### src/rtl/bist_pulse_seq_if.sv
// bist_pulse_seq_if: control, config and status bundle between test-start logic and the pulse sequencer
interface bist_pulse_seq_if #(parameter int CNT_W = 8);
  logic start;
  logic abort;
  logic cont;
  logic [CNT_W-1:0] n_high;
  logic [CNT_W-1:0] n_low;
  logic [CNT_W-1:0] m_reps;
  logic out;
  logic running;
  logic bist_end;
  logic [CNT_W-1:0] pulse_idx;
  modport master (
    output start, abort, cont, n_high, n_low, m_reps,
    input  out, running, bist_end, pulse_idx
  );
  modport slave (
    input  start, abort, cont, n_high, n_low, m_reps,
    output out, running, bist_end, pulse_idx
  );
endinterface

### src/rtl/bist_pulse_seq.sv
// bist_pulse_seq: programmable BIST pulse-burst generator with continuous mode, abort and pulse index
module bist_pulse_seq #(
  parameter int   CNT_W   = 8,
  parameter logic OUT_POL = 1'b1
) (
  input logic clk,
  input logic reset,
  bist_pulse_seq_if.slave bus
);
  localparam logic [1:0] IDLE = 2'd0;
  localparam logic [1:0] HIGH = 2'd1;
  localparam logic [1:0] LOW  = 2'd2;
  localparam logic [1:0] DONE = 2'd3;
  localparam logic [CNT_W-1:0] ONE = CNT_W'(1);
  logic [1:0] state_q, state_d;
  logic start_q, start_d;
  logic cont_q, cont_d;
  logic [CNT_W-1:0] n_high_q, n_high_d;
  logic [CNT_W-1:0] n_low_q, n_low_d;
  logic [CNT_W-1:0] m_reps_q, m_reps_d;
  logic [CNT_W-1:0] cnt_q, cnt_d;
  logic [CNT_W-1:0] idx_q, idx_d;
  logic out_q, out_d;
  logic running_q, running_d;
  logic bist_end_q, bist_end_d;
  logic launch, last, degenerate;
  logic [CNT_W-1:0] idx_next;
  assign start_d    = bus.start;
  assign launch     = bus.start & ~start_q;
  assign degenerate = (bus.n_high == '0) || (bus.m_reps == '0);
  assign last       = idx_q == m_reps_q - ONE;
  assign idx_next   = last ? '0 : idx_q + ONE;
  assign bus.out       = out_q;
  assign bus.running   = running_q;
  assign bus.bist_end  = bist_end_q;
  assign bus.pulse_idx = idx_q;
  // next-state: launch from IDLE/DONE, phase sequencing and abort in HIGH/LOW
  always_comb begin
    state_d    = state_q;
    cont_d     = cont_q;
    n_high_d   = n_high_q;
    n_low_d    = n_low_q;
    m_reps_d   = m_reps_q;
    cnt_d      = cnt_q;
    idx_d      = idx_q;
    out_d      = out_q;
    running_d  = running_q;
    bist_end_d = bist_end_q;
    case (state_q)
      HIGH, LOW: begin
        cnt_d = cnt_q + ONE;
        if (bus.abort) begin
          state_d    = IDLE;
          cnt_d      = '0;
          idx_d      = '0;
          out_d      = ~OUT_POL;
          running_d  = 1'b0;
          bist_end_d = 1'b0;
        end else if (state_q == HIGH && cnt_q == n_high_q - ONE) begin
          cnt_d = '0;
          if (last && !cont_q) begin
            state_d    = DONE;
            out_d      = ~OUT_POL;
            running_d  = 1'b0;
            bist_end_d = 1'b1;
          end else if (n_low_q != '0) begin
            state_d = LOW;
            out_d   = ~OUT_POL;
          end else
            idx_d = idx_next;
        end else if (state_q == LOW && cnt_q == n_low_q - ONE) begin
          state_d = HIGH;
          cnt_d   = '0;
          idx_d   = idx_next;
          out_d   = OUT_POL;
        end
      end
      default: begin
        if (launch) begin
          cont_d     = bus.cont;
          n_high_d   = bus.n_high;
          n_low_d    = bus.n_low;
          m_reps_d   = bus.m_reps;
          cnt_d      = '0;
          idx_d      = '0;
          state_d    = degenerate ? DONE : HIGH;
          out_d      = degenerate ? ~OUT_POL : OUT_POL;
          running_d  = ~degenerate;
          bist_end_d = degenerate;
        end
      end
    endcase
  end
  // state and output registers; start edge register resets high to block a held start
  always_ff @(posedge clk) begin
    if (reset) begin
      state_q    <= IDLE;
      start_q    <= 1'b1;
      cont_q     <= 1'b0;
      n_high_q   <= '0;
      n_low_q    <= '0;
      m_reps_q   <= '0;
      cnt_q      <= '0;
      idx_q      <= '0;
      out_q      <= ~OUT_POL;
      running_q  <= 1'b0;
      bist_end_q <= 1'b0;
    end else begin
      state_q    <= state_d;
      start_q    <= start_d;
      cont_q     <= cont_d;
      n_high_q   <= n_high_d;
      n_low_q    <= n_low_d;
      m_reps_q   <= m_reps_d;
      cnt_q      <= cnt_d;
      idx_q      <= idx_d;
      out_q      <= out_d;
      running_q  <= running_d;
      bist_end_q <= bist_end_d;
    end
  end
endmodule

### src/flat_wrapper.sv
// flat-port wrapper written by rule: the top's interface ports become plain ports
module bist_pulse_seq_flat 
#(
  parameter int   CNT_W   = 8,
  parameter logic OUT_POL = 1'b1
)
  (clk, reset, bus_start, bus_abort, bus_cont, bus_n_high, bus_n_low, bus_m_reps, bus_out, bus_running, bus_bist_end, bus_pulse_idx);
  bist_pulse_seq_if #(.CNT_W(CNT_W)) bus_i ();
  input logic clk;
  input logic reset;
  input wire logic [$bits(bus_i.start)-1:0] bus_start;
  input wire logic [$bits(bus_i.abort)-1:0] bus_abort;
  input wire logic [$bits(bus_i.cont)-1:0] bus_cont;
  input wire logic [$bits(bus_i.n_high)-1:0] bus_n_high;
  input wire logic [$bits(bus_i.n_low)-1:0] bus_n_low;
  input wire logic [$bits(bus_i.m_reps)-1:0] bus_m_reps;
  output wire logic [$bits(bus_i.out)-1:0] bus_out;
  output wire logic [$bits(bus_i.running)-1:0] bus_running;
  output wire logic [$bits(bus_i.bist_end)-1:0] bus_bist_end;
  output wire logic [$bits(bus_i.pulse_idx)-1:0] bus_pulse_idx;
  assign bus_i.start = bus_start;
  assign bus_i.abort = bus_abort;
  assign bus_i.cont = bus_cont;
  assign bus_i.n_high = bus_n_high;
  assign bus_i.n_low = bus_n_low;
  assign bus_i.m_reps = bus_m_reps;
  assign bus_out = bus_i.out;
  assign bus_running = bus_i.running;
  assign bus_bist_end = bus_i.bist_end;
  assign bus_pulse_idx = bus_i.pulse_idx;
  bist_pulse_seq #(.CNT_W(CNT_W), .OUT_POL(OUT_POL)) u_core (.clk(clk), .reset(reset), .bus(bus_i));
endmodule
### config.mk
export PLATFORM = sky130hd
export DESIGN_NAME = bist_pulse_seq_flat
export DESIGN_NICKNAME = d
export VERILOG_FILES = /design/src/rtl/bist_pulse_seq_if.sv /design/src/rtl/bist_pulse_seq.sv /design/src/flat_wrapper.sv
export SDC_FILE = /design/constraint.sdc
export NUM_CORES = 1
export LEC_CHECK = 0
export BUFFER_PORTS_ARGS = -buffer_cell sky130_fd_sc_hd__clkbuf_2
export CORE_ASPECT_RATIO = 1.2
export CORE_MARGIN = 5
export CORE_UTILIZATION = 62
export CTS_CLUSTER_SIZE = 8
export DETAILED_ROUTE_END_ITERATION = 7
export PLACE_DENSITY = 0.87
export SETUP_SLACK_MARGIN = 0.15
export SYNTH_ARGS = -nofsm -noshare
export SYNTH_HDL_FRONTEND = slang
export SYNTH_SLANG_ARGS = --single-unit
### constraint.sdc
create_clock -name clk -period 7.3 [get_ports clk]
set_clock_uncertainty 0.2 [all_clocks]
set_input_delay 0.365 -clock clk [delete_from_list [all_inputs] [get_ports clk]]
set_output_delay 0.365 -clock clk [all_outputs]
set_load 0.01 [all_outputs]
* Word-level counts from Yosys, hierarchy flattened
Index checks and enable logic that the tools add are counted.
** Word-level totals
- Flip-flop bits (word level) :: 47
- Latch bits :: 0
- RAM bits :: 0
- Memory bits (read-only) :: 0
- Bits of input ports :: 29
- Output and inout port bits :: 11
- Word-level logic and storage cells :: 83
- Memories :: 0
** Operators by class
- Add/subtract/negate cells :: 5
- Multiply operators :: 0
- Div/mod/pow operators :: 0
- $lt $le $gt $ge :: 0
- Equality and inequality tests :: 11
- Shift-type cells :: 0
- Multiplexer cells :: 38
- Bitwise gates (word level) :: 4
- Reduce and logical (&&, ||, !) cells :: 14
** Operators with widths (count)
- $mux W8 :: 12
- $eq A8 B8 Y1 :: 3
- $sub A8 B1 Y8 const B :: 3
- $mux W1 :: 18
- $add A8 B1 Y8 const B :: 2
- $logic_not A8 Y1 :: 2
- $mux W2 :: 8
- $ne A4 B4 Y1 const B :: 2
- $reduce_bool A8 Y1 :: 1
- $ne A3 B2 Y1 const B :: 2
- $reduce_and A3 Y1 :: 2
- $ne A5 B5 Y1 const B :: 1
- $ne A4 B2 Y1 const B :: 1
- $reduce_and A4 Y1 :: 1
- $logic_and A1 B1 Y1 :: 3
- $not A1 Y1 :: 3
- $eq A2 B1 Y1 const B :: 1
- $eq A2 B2 Y1 const B :: 1
- $reduce_and A2 Y1 :: 1
- $reduce_bool A2 Y1 :: 1
- $reduce_or A2 Y1 :: 1
- $and A1 B1 Y1 :: 1
- $logic_not A1 Y1 :: 1
- $logic_or A1 B1 Y1 :: 1

* Longest topological paths before layout
Gate-level depths: netlist of the first run.
- Depth after elaboration :: 8
- Gate-level depth with buffers :: 12
- Mapped depth without buffers :: 10

* Worst setup path after synthesis of the first run
OpenSTA, ideal clock, no wires.
- Kind :: register to register
- Start point :: reg u_core.n_low_q[0]
- End point :: reg u_core.idx_q[0], in the netlist u_core.bus.pulse_idx[0]
- Library setup time :: 0.070 ns
- Data arrival time :: 2.462 ns
- Required time :: 7.030 ns
- Path slack :: 4.567 ns
- Stages on the path, launching flop included :: 11
- Path buffers :: 0
- Clock period less this slack :: 2.733 ns
- Cells stage by stage :: dfxtp_1 -> inv_1 -> ha_1 -> or3b_1 -> xnor2_1 -> nor4b_1 -> o2111a_1 -> a211oi_1 -> or2_1 -> or4_1 -> a21oi_1
** Between the ends
- Cells in the longest elaborated chain, start to end :: 5
- Elaborated cells on any way between the ends :: 7
- Classes of those cells :: add/sub: 1; eq/ne: 3; reduce/logical: 3
** Ends and longest elaborated chain
- from (decl) :: line bist_pulse_seq.sv:19 : logic [CNT_W-1:0] n_low_q, n_low_d;
- from (signal assigned) :: line bist_pulse_seq.sv:113 : n_low_q <= n_low_d;
- $sub A8 B1 Y8 :: line bist_pulse_seq.sv:71 : end else if (state_q == LOW && cnt_q == n_low_q - ONE) begin
- $eq A8 B8 Y1 :: line bist_pulse_seq.sv:71
- $logic_and A1 B1 Y1 :: line bist_pulse_seq.sv:71
- $ne A4 B2 Y1 (no source line)
- $reduce_and A4 Y1 (no source line) (*)
- to (signal assigned) :: line bist_pulse_seq.sv:116 : idx_q <= idx_d;
- to (decl) :: line bist_pulse_seq.sv:22 : logic [CNT_W-1:0] idx_q, idx_d;
Mark *: on every way between the ends. The rest lies on a longest branch, timed or not.
A chain may end at the register's enable or synchronous reset.

* Final worst setup path of the first run
Same ends and word-level chain as after synthesis.

==> flow_metrics.py, run 1 <==
metrics = {
    "status": {
        "status": "finished clean",
    },
    "sta": {
        "slew_viol_final": 0,
        "worstMarginPinSlew_ns": 0.8444,
        "hold_violations": 0,
        "relSlewSlack_pct": 43.71,
        "fmax_ghz": 0.3206,
        "rsz0062_at_grt": "false",
        "timing.final.ws_setup_ns": 4.181,
        "setup_viol": 0,
        "min_period_over_period_pct": 42.73,
        "fin_crit_ns": 3.119,
        "holdWs_ns": 0.06115,
        "tns_ns": 0,
    },
    "grt": {
        "grt_pass1_wl_mm": 11.59,
        "grt_antenna_before_repair": 0,
        "first_global_vias": 2579,
        "gr-total-overflow": 0,
        "grt_max_degree": 45,
        "grtUsageTotal_pct": 23.37,
    },
    "hold_path": {
        "hold_path.startpoint": "bus_start",
        "whs_path_depth": 2,
        "hold-path-endpoint": "u_core.start_q",
        "hp-class": "in2reg",
    },
    "clock_tree": {
        "clkLatencyLatePin_ns": 0.31,
        "tritoncts": "done",
        "post_cts_buffers": 0,
        "clkSlewWorstSetupHoldPaths_ns": 0.09,
        "clock_sinks": 47,
        "cts-root-buf": "clkbuf_8",
        "cts_buffer_depth": 2,
        "cts_buffers": 5,
        "cts_hold_buf": 0,
        "htreeDepth": 2,
        "cts_resized": 0,
    },
    "route": {
        "first_pass_iters": 4,
        "wl_per_cell_um": 14.83,
        "wl_mm": 6.598,
        "vias": 2607,
        "drcViolationCount": 0,
        "vias_per_cell": 5.858,
        "drt_iter0_drc": 193,
        "ant_nets": 0,
    },
    "synthesis": {
        "synthSimpleGateAreaFrac_pct": 29.87,
        "yosys_register_bits": 47,
        "synthesis.instances": 358,
        "synth_compound_area_share_pct": 17.80,
        "yosys_warnings": 0,
        "yosys-top-cells-area": "dfxtp_1 33%, xnor2_1 8.3%, nand2_1 8.2%, a21oi_1 7.0%, ha_1 3.1%",
        "avgSynthCellArea_um2": 7.934,
        "synth_top_family_by_area": "simple AND/OR/NAND/NOR gates",
        "synth_cell_types": 60,
        "synth-edff-count": 0,
        "synthTopCellsByCount": "62 x nand2_1, 47 x dfxtp_1, 40 x a21oi_1",
        "syn-num-nets": 394,
        "synth_xor_area_share_pct": 11.10,
        "synth.top_cell.area_share_pct": 33.13,
        "ys.flop_type": "dfxtp_1",
        "synth_seq_area_share_pct": 33.13,
        "synth_top_area_cell": "dfxtp_1",
        "async_flop_share_pct": 0,
        "synthAdderAreaFrac_pct": 3.084,
        "syn_area_mm2": 0.002840,
        "synth.area.mux_share_pct": 1.101,
        "yosysMostFrequentCell": "nand2_1",
    },
    "final_layout": {
        "multi_input_comb_area_mm2": 0.001788,
        "final.fill_count": 392,
        "drive_above_1_share_pct": 15.50,
        "regArea_um2": 940.9,
        "stdcell_area_mm2": 0.003144,
        "area_growth_syn_to_layout_pct": 10.71,
        "nets": 423,
        "antenna_cells": 0,
    },
    "placement": {
        "pre_cts_ws_ns": 4.261,
        "placed_cell_area_mm2": 0.003042,
        "io_buffers": 39,
        "hpwl_mm": 4.924,
        "gp_congestion": 0.7977,
    },
    "critical_path": {
        "crit_arrival_ns": 3.15,
        "worst_ep_required_time_ns": 7.33,
        "start_kind": "flip-flop",
        "rr_startpoint": "u_core.n_low_q[0]",
        "crit_fanout": 11,
        "endpoint_kind": "flip-flop",
        "reg2reg_slack_ns": 4.18,
        "rr_endpoint": "u_core.bus.pulse_idx[0]",
        "timing_worst_setup_path_type": "reg2reg",
        "ff2ff_path_depth": 10,
    },
    "floorplanning": {
        "coreArea_mm2": 0.004527,
        "initial_core_util_pct": 62.74,
        "fp-row-count": 27,
        "ios": 40,
        "fp.dieW_um": 71.79,
        "die-area_mm2": 0.006040,
        "die_h_um": 84.14,
    },
    "pwr": {
        "power_density_mw_per_mm2": 234.9,
        "clkPwrFrac_pct": 25.4,
        "seqPwrFrac_pct": 41.1,
        "p_leak_nw": 1.219,
        "pwr-share-comb_pct": 33.5,
        "p_int_mw": 0.4777,
        "vdd_ir_drop_max_mv": 0.1530,
        "sw_frac_of_total_pct": 35.32,
        "p_switching_mw": 0.2609,
    },
    "flow_run": {
        "cap_violations": 0,
    },
}
## state kept, by name, summed over array words and instances (netlist names)
register              cells
u_core.bus.bist_end       1
u_core.start_q            1
u_core.bus.pulse_idx      8
u_core.state_q            2
u_core.cnt_q              8
u_core.n_high_q           8
u_core.bus.running        1
u_core.cont_q             1
u_core.n_low_q            8
u_core.bus.out            1
u_core.m_reps_q           8
## power by group through the flow
stage | Combinational (mW) | Sequential, mW | Clock, mW
floorplan | 0.194 | 0.305 | 0
global placement | 0.233 | 0.308 | 0
detailed placement | 0.243 | 0.309 | 0
CTS | 0.247 | 0.303 | 0.190
global route | 0.278 | 0.307 | 0.200
finish | 0.247 | 0.304 | 0.188
## final cells by class
| type | instances | share of cell area [%] |
|---|---|---|
| Tap cell | 58 | 2.308 |
| Multi-Input combinational cell | 283 | 56.86 |
| Inverter | 10 | 1.194 |
| Timing Repair Buffer | 40 | 6.446 |
| Clock buffer | 6 | 2.308 |
| Sequential cell | 47 | 29.92 |
| Clock inverter | 1 | 0.9550 |
## logic make-up (layout without fill, tap and decap cells)
family	Yosys count	in the layout
buffers and inverters	28	57
multiplexers	3	3
AO/OA/AOI/OAI	78	78
adder cells (fa/ha/maj)	7	7
AND/OR/NAND/NOR	159	159
XOR/XNOR	36	36
flip-flops	47	47
## stage by stage
stage	cells	utilization, %	power [mW]
after detailed placement	438	67.19	0.5517
after global routing	445	69.46	0.7846
after global placement	438	67.19	0.5404
after CTS	445	69.46	0.7392
after floorplan	358	-	0.4991
final	445	69.46	0.7386
## routing by layer
metal	routed length (µm)	global-route usage, %
met1	2594	26.31
met2	3445	42.06
met3	384	4.910
met4	173	9.402
met5	0	0
## cells in the final DEF, fill, tap and decap left out, types with 2 or more instances in the layout
master / instances
o2111ai_1: 2
or2_2: 3
xnor2_1: 27
clkbuf_8: 5
nand3_1: 7
nor4_4: 2
nor3_1: 6
or4_1: 3
or3_4: 2
a211oi_1: 2
clkbuf_2: 39
dfxtp_1: 47
and2_1: 2
o31ai_1: 6
ha_1: 7
inv_1: 10
a22oi_1: 2
nor2_1: 22
a31oi_1: 2
nand3b_1: 2
nand2b_1: 8
mux2i_1: 2
nand4_1: 8
nor3b_1: 2
and3_1: 6
o211ai_1: 2
o21ai_0: 6
nor4_1: 3
a21oi_1: 40
nand2_1: 62
nor2b_1: 9
o21bai_1: 3
xor2_1: 9
or3b_1: 2
## critical path, cell delays in order, from the launching register on
cell	delay (ns)
dfxtp_1	0.36
inv_1	0.07
ha_1	0.17
or3b_1	0.42
xnor2_1	0.19
nor4b_1	0.32
o2111a_1	0.21
a211oi_1	0.07
or2_1	0.36
or4_1	0.54
a21oi_1	0.15
## how the worst max path moves through the flow
stage | slack [ns] | startpoint | depth (start not counted) | endpoint
6_report | 4.18 | u_core.n_low_q[0] | 10 | u_core.bus.pulse_idx[0]
5_1_grt | 3.89 | u_core.n_low_q[0] | 10 | u_core.bus.pulse_idx[0]
4_1_cts | 4.21 | u_core.n_low_q[0] | 10 | u_core.bus.pulse_idx[0]
3_5_place_dp | 4.26 | u_core.n_low_q[0] | 10 | u_core.bus.pulse_idx[0]
3_3_place_gp | 4.35 | u_core.n_low_q[0] | 10 | u_core.bus.pulse_idx[0]
2_1_floorplan | 4.57 | u_core.n_low_q[0] | 10 | u_core.bus.pulse_idx[0]
(Power assumes the default switching activity.)
==> run 2, diff against run 1 <==
- CORE_UTILIZATION: 62 -> 57
- PLACE_DENSITY: 0.87 -> 0.81
- clock period: 7.3 -> 3.2 ns (I/O delays scaled with it)
==> run 2 against run 1 <==
Largest power group unchanged. Routed wire length grew 17%. Sequential share of layout area fell by 2.5 points. Core utilization up 1.3 points. Global-route usage rose by 1.4 points. Setup slack got worse by 3.9 ns. Cell count increased by 7.4%. Critical path type unchanged. Final area increased by 9.6%. Die area grew 7.6%. Worst hold slack got worse by 0.024 ns. Fmax grew 6.1%. Critical path depth is the same. Power up 130%.
==> flow_metrics.py, run 2 (same netlist as run 1, synthesis figures left out) <==
metrics = {
    "critical_path": {
        "path_buf_inv": 1,
        "startpoint": "u_core.n_low_q[0]",
        "crit_arrival_ns": 2.98,
        "rr_startpoint": "u_core.n_low_q[0]",
        "crit_fanout": 5,
        "endpoint_kind": "flip-flop",
        "cp_slowest_cell": "or4_1",
        "start_kind": "flip-flop",
        "crit_chain": "inv_1, ha_1, or3b_4, xnor2_2, nor4b_2, o2111a_1, a211oi_2, or2_1, or4_1, a21oi_2",
        "critPathMaxStageDelay_ns": 0.53,
        "path_delay_family": "simple AND/OR/NAND/NOR gates",
        "worst_ep_required_time_ns": 3.24,
        "timing_worst_setup_path_type": "reg2reg",
    },
    "sta": {
        "fin_crit_ns": 2.940,
        "slew_viol_final": 0,
        "rsz0062_at_grt": "true",
        "setup_viol": 0,
        "worstMarginPinSlew_ns": 0.9110,
        "min_period_over_period_pct": 91.86,
        "tns_ns": 0,
        "fmax_ghz": 0.3402,
        "relSlewSlack_pct": 39.27,
        "hold_violations": 0,
    },
    "clock_tree": {
        "clkLatencyLatePin_ns": 0.31,
        "cts-root-buf": "clkbuf_8",
        "clock_sinks": 47,
        "htreeDepth": 2,
        "clkSlewWorstSetupHoldPaths_ns": 0.09,
        "cts_buffers": 5,
        "cts_buffer_depth": 2,
        "tritoncts": "done",
    },
    "route": {
        "drcViolationCount": 0,
        "drt_iter0_drc": 139,
        "first_pass_iters": 4,
        "vias_per_cell": 5.818,
        "wl_per_cell_um": 16.12,
        "vias": 2781,
        "wl_mm": 7.703,
        "ant_nets": 0,
    },
    "status": {
        "status": "finished clean",
    },
    "final_layout": {
        "final_cell_mix": "62 x nand2_1, 45 x dfxtp_1, 39 x a21oi_1, 39 x clkbuf_2",
        "area_growth_syn_to_layout_pct": 21.32,
        "final.fill_count": 388,
        "regArea_um2": 943.4,
        "antenna_cells": 0,
        "drive_above_1_share_pct": 17.22,
        "nets": 453,
        "multi_input_comb_area_mm2": 0.001815,
        "final_common_cell": "nand2_1",
        "fin_util_pct": 70.76,
    },
    "hold_path": {
        "hold_path.startpoint": "bus_abort",
        "hp-class": "in2reg",
    },
    "placement": {
        "hpwl_mm": 5.005,
        "gp_congestion": 0.8672,
        "io_buffers": 39,
    },
    "floorplanning": {
        "fp-row-count": 28,
        "coreArea_mm2": 0.004870,
        "die-area_mm2": 0.006500,
        "initial_core_util_pct": 58.32,
        "die_h_um": 87.33,
        "ios": 40,
        "fp.dieW_um": 74.44,
    },
    "grt": {
        "grt_antenna_before_repair": 0,
        "gr-total-overflow": 0,
        "grt_pass1_wl_mm": 12.75,
        "grt_max_degree": 45,
        "first_global_vias": 2779,
        "grtUsageTotal_pct": 24.82,
    },
    "pwr": {
        "power_density_mw_per_mm2": 489.2,
        "vdd_ir_drop_max_mv": 0.2962,
        "p_leak_nw": 1.341,
    },
    "flow_run": {
        "cap_violations": 0,
    },
}
[run 2: per-layer routing]
layer  track usage [%]  wire [µm]
met1             27.48       2996
met2             44.60       4093
met3             4.619        349
met4             11.65        263
met5                 0          0
[run 2: final timing paths]
path | slack, ns | endpoint | cells after the start
max | 0.26 | u_core.bus.pulse_idx[0] | 10
min | 0.04 | u_core.state_q[0] | 4
max reg2reg | 0.26 | u_core.bus.pulse_idx[0] | 10
min reg2reg | 0.27 | u_core.cont_q | 2
[run 2: timing repair]
| item | 4_1_cts | 5_1_grt |
|---|---|---|
| endpoints found under the hold margin | 26 | 0 |
| endpoints found under the setup margin | 0 | 14 |
| hold buffers | 26 | 0 |
| buffers inserted | 0 | 2 |
| gates resized for setup | 0 | 8 |
[run 2: layout make-up]
| cell class | instances | share of cell area (%) |
|---|---|---|
| inverter | 10 | 1.089 |
| clock inverter | 1 | 0.1452 |
| multi-input combinational | 283 | 52.69 |
| clock buffer | 7 | 2.215 |
| tap | 60 | 2.179 |
| sequential | 47 | 27.38 |
| timing repair buffer | 70 | 14.31 |
[run 2: worst register-to-register path: cells and delay by family, from the launching register on]
family	cells	cell delay, ns
buf+inv	1	0.07
simple gates	4	1.48
fa+ha+maj	1	0.17
flops	1	0.35
compound gates	3	0.43
xor+xnor	1	0.18
[run 2: report_power, final]
| group | switching (mW) | internal, mW | leakage [nW] |
|---|---|---|---|
| logic | 0.362 | 0.271 | 0.916 |
| clock network | 0.203 | 0.154 | 0.0422 |
| registers | 0.0603 | 0.636 | 0.382 |
| total | 0.625 | 1.06 | 1.34 |
[run 2: per-stage QoR]
step                hold WS, ns  total power, mW  instance area, µm²  instances  setup slack, ns
floorplan               0.06658            1.139                2840        358           0.4674
global placement         0.1655            1.266                3059        442           0.3879
detailed placement       0.1698            1.287                3059        442           0.2757
CTS                     0.03670            1.664                3401        476           0.2310
global route            0.09633            1.780                3446        478          0.08836
finish                  0.03757            1.686                3446        478           0.2604
==> run 3, diff against run 2 <==
- HOLD_SLACK_MARGIN: not set -> 0.06
==> run 3 against run 2 <==
Power about the same. Register-to-register slack about the same. Clock-buffer cell count unchanged. Sequential power about the same. Highest routed layer unchanged. Core utilization up 0.21 points. Largest power group unchanged. Via count up 0.18%. Clock power about the same. Non-clock buffer count up 1.
==> flow_metrics.py, run 3 (same netlist as run 1, synthesis figures left out) <==
metrics = {
    "critical_path": {
        "timing_worst_setup_path_type": "reg2reg",
        "rr_endpoint": "u_core.bus.pulse_idx[0]",
        "critPathMaxStageDelay_ns": 0.53,
        "reg2reg_slack_ns": 0.26,
        "worst_ep_required_time_ns": 3.24,
        "endpoint_kind": "flip-flop",
        "start_kind": "flip-flop",
        "rr_startpoint": "u_core.n_low_q[0]",
        "crit_fanout": 5,
        "crit_path_end": "u_core.bus.pulse_idx[0]",
        "startpoint": "u_core.n_low_q[0]",
        "crit_chain": "inv_1, ha_1, or3b_4, xnor2_2, nor4b_2, o2111a_1, a211oi_2, or2_1, or4_1, a21oi_2",
        "crit_arrival_ns": 2.98,
        "cp_slowest_cell": "or4_1",
        "ff2ff_path_depth": 10,
    },
    "route": {
        "vias": 2786,
        "drt_iter0_drc": 142,
        "ant_nets": 0,
        "first_pass_iters": 4,
        "vias_per_cell": 5.816,
        "drcViolationCount": 0,
        "wl_mm": 7.650,
        "wl_per_cell_um": 15.97,
    },
    "final_layout": {
        "nets": 454,
        "antenna_cells": 0,
        "area_growth_syn_to_layout_pct": 21.67,
        "final_cell_mix": "62 x nand2_1, 45 x dfxtp_1, 39 x a21oi_1, 39 x clkbuf_2, 27 x dlygate4sd3_1",
        "final_cells": 479,
        "stdcell_area_mm2": 0.003456,
        "final_common_cell": "nand2_1",
        "drive_above_1_share_pct": 17.18,
    },
    "sta": {
        "worstMarginPinSlew_ns": 0.8846,
        "fmax_ghz": 0.3399,
        "rsz0062_at_grt": "true",
        "fin_crit_ns": 2.942,
        "hold_violations": 0,
        "slew_viol_final": 0,
        "tns_ns": 0,
        "min_period_over_period_pct": 91.94,
        "relSlewSlack_pct": 41.03,
        "setup_viol": 0,
    },
    "floorplanning": {
        "fp-row-count": 28,
        "initial_core_util_pct": 58.32,
        "die-area_mm2": 0.006500,
        "die_h_um": 87.33,
        "fp.dieW_um": 74.44,
        "ios": 40,
        "coreArea_mm2": 0.004870,
    },
    "placement": {
        "hpwl_mm": 5.005,
        "placed_cell_area_mm2": 0.003059,
        "gp_congestion": 0.8672,
        "dp.cells": 442,
        "io_buffers": 39,
    },
    "pwr": {
        "power_density_mw_per_mm2": 487.9,
        "fin_total_pwr_mw": 1.686,
        "vdd_ir_drop_max_mv": 0.2967,
        "p_leak_nw": 1.345,
    },
    "clock_tree": {
        "cts-root-buf": "clkbuf_8",
        "htreeDepth": 2,
        "cts_buffers": 5,
        "clkLatencyLatePin_ns": 0.31,
        "cts_buffer_depth": 2,
        "tritoncts": "done",
        "clkSlewWorstSetupHoldPaths_ns": 0.09,
        "clock_sinks": 47,
    },
    "status": {
        "status": "finished clean",
    },
    "flow_run": {
        "cap_violations": 0,
    },
    "grt": {
        "grt_max_degree": 45,
        "grt_antenna_before_repair": 0,
        "first_global_vias": 2779,
        "grtUsageTotal_pct": 24.82,
        "busiest_layer": "met2",
        "grtUsageMet1_pct": 27.48,
        "gr-total-overflow": 0,
        "grt_pass1_wl_mm": 12.75,
        "grt_use_met2_pct": 44.60,
        "grt_util_met3_pct": 4.619,
    },
    "hold_path": {
        "hp-class": "reg2reg",
    },
}
[run 3: layer usage]
layer | vias up | wire length (µm)
met5 | - | 0
met4 | 0 | 265
met3 | 25 | 361
met2 | 101 | 4051
met1 | 1289 | 2971
li1 | 1371 | -
[run 3: how the worst min path moves through the flow]
| stage | startpoint | slack [ns] | endpoint | cells after the start |
|---|---|---|---|---|
| after floorplan | bus_start | 0.07 | u_core.start_q | 1 |
| after global placement | bus_start | 0.17 | u_core.start_q | 2 |
| after detailed placement | bus_start | 0.17 | u_core.start_q | 2 |
| after CTS | u_core.cont_q | 0.27 | u_core.cont_q | 2 |
| after global routing | u_core.cont_q | 0.29 | u_core.cont_q | 2 |
| final | u_core.cont_q | 0.28 | u_core.cont_q | 2 |
[run 3: cell type report]
cell class	count	area, µm²
clock inverters	1	5.005
multi-input cells	283	1815
well taps	60	75.07
fillers	387	1414
repair buffers	71	503.0
clock buffers	7	76.32
inverters	10	37.54
flip-flops and latches	47	943.4
[run 3: power by group]
group	internal [mW]	leakage, nW	total (mW)	switching (mW)
logic	0.272	0.921	0.633	0.361
registers	0.636	0.382	0.696	0.0605
clock network	0.154	0.0422	0.357	0.203
total	1.06	1.34	1.69	0.625
[run 3: repair_timing]
action                                 4_1_cts  5_1_grt
hold buffers                                27        0
resized for setup                            0        8
buffers inserted                             0        2
endpoints found under the hold margin       27        0
setup endpoints to repair                    0       14
[run 3: stage by stage]
stage | utilization, % | hold slack, ns | setup WS, ns
floorplan | - | 0.06658 | 0.4674
global placement | 62.82 | 0.1655 | 0.3879
detailed placement | 62.82 | 0.1698 | 0.2757
CTS | 70.04 | 0.2707 | 0.2310
global route | 70.97 | 0.2922 | 0.08836
finish | 70.97 | 0.2756 | 0.2579
[run 3: critical path: cells and delay by family (launching register included)]
family                   cells  cell delay (ns)
AND/OR/NAND/NOR              4             1.48
AO/OA/AOI/OAI                3             0.43
flip-flops                   1             0.35
XOR/XNOR                     1             0.18
adder cells (fa/ha/maj)      1             0.17
buffers and inverters        1             0.07
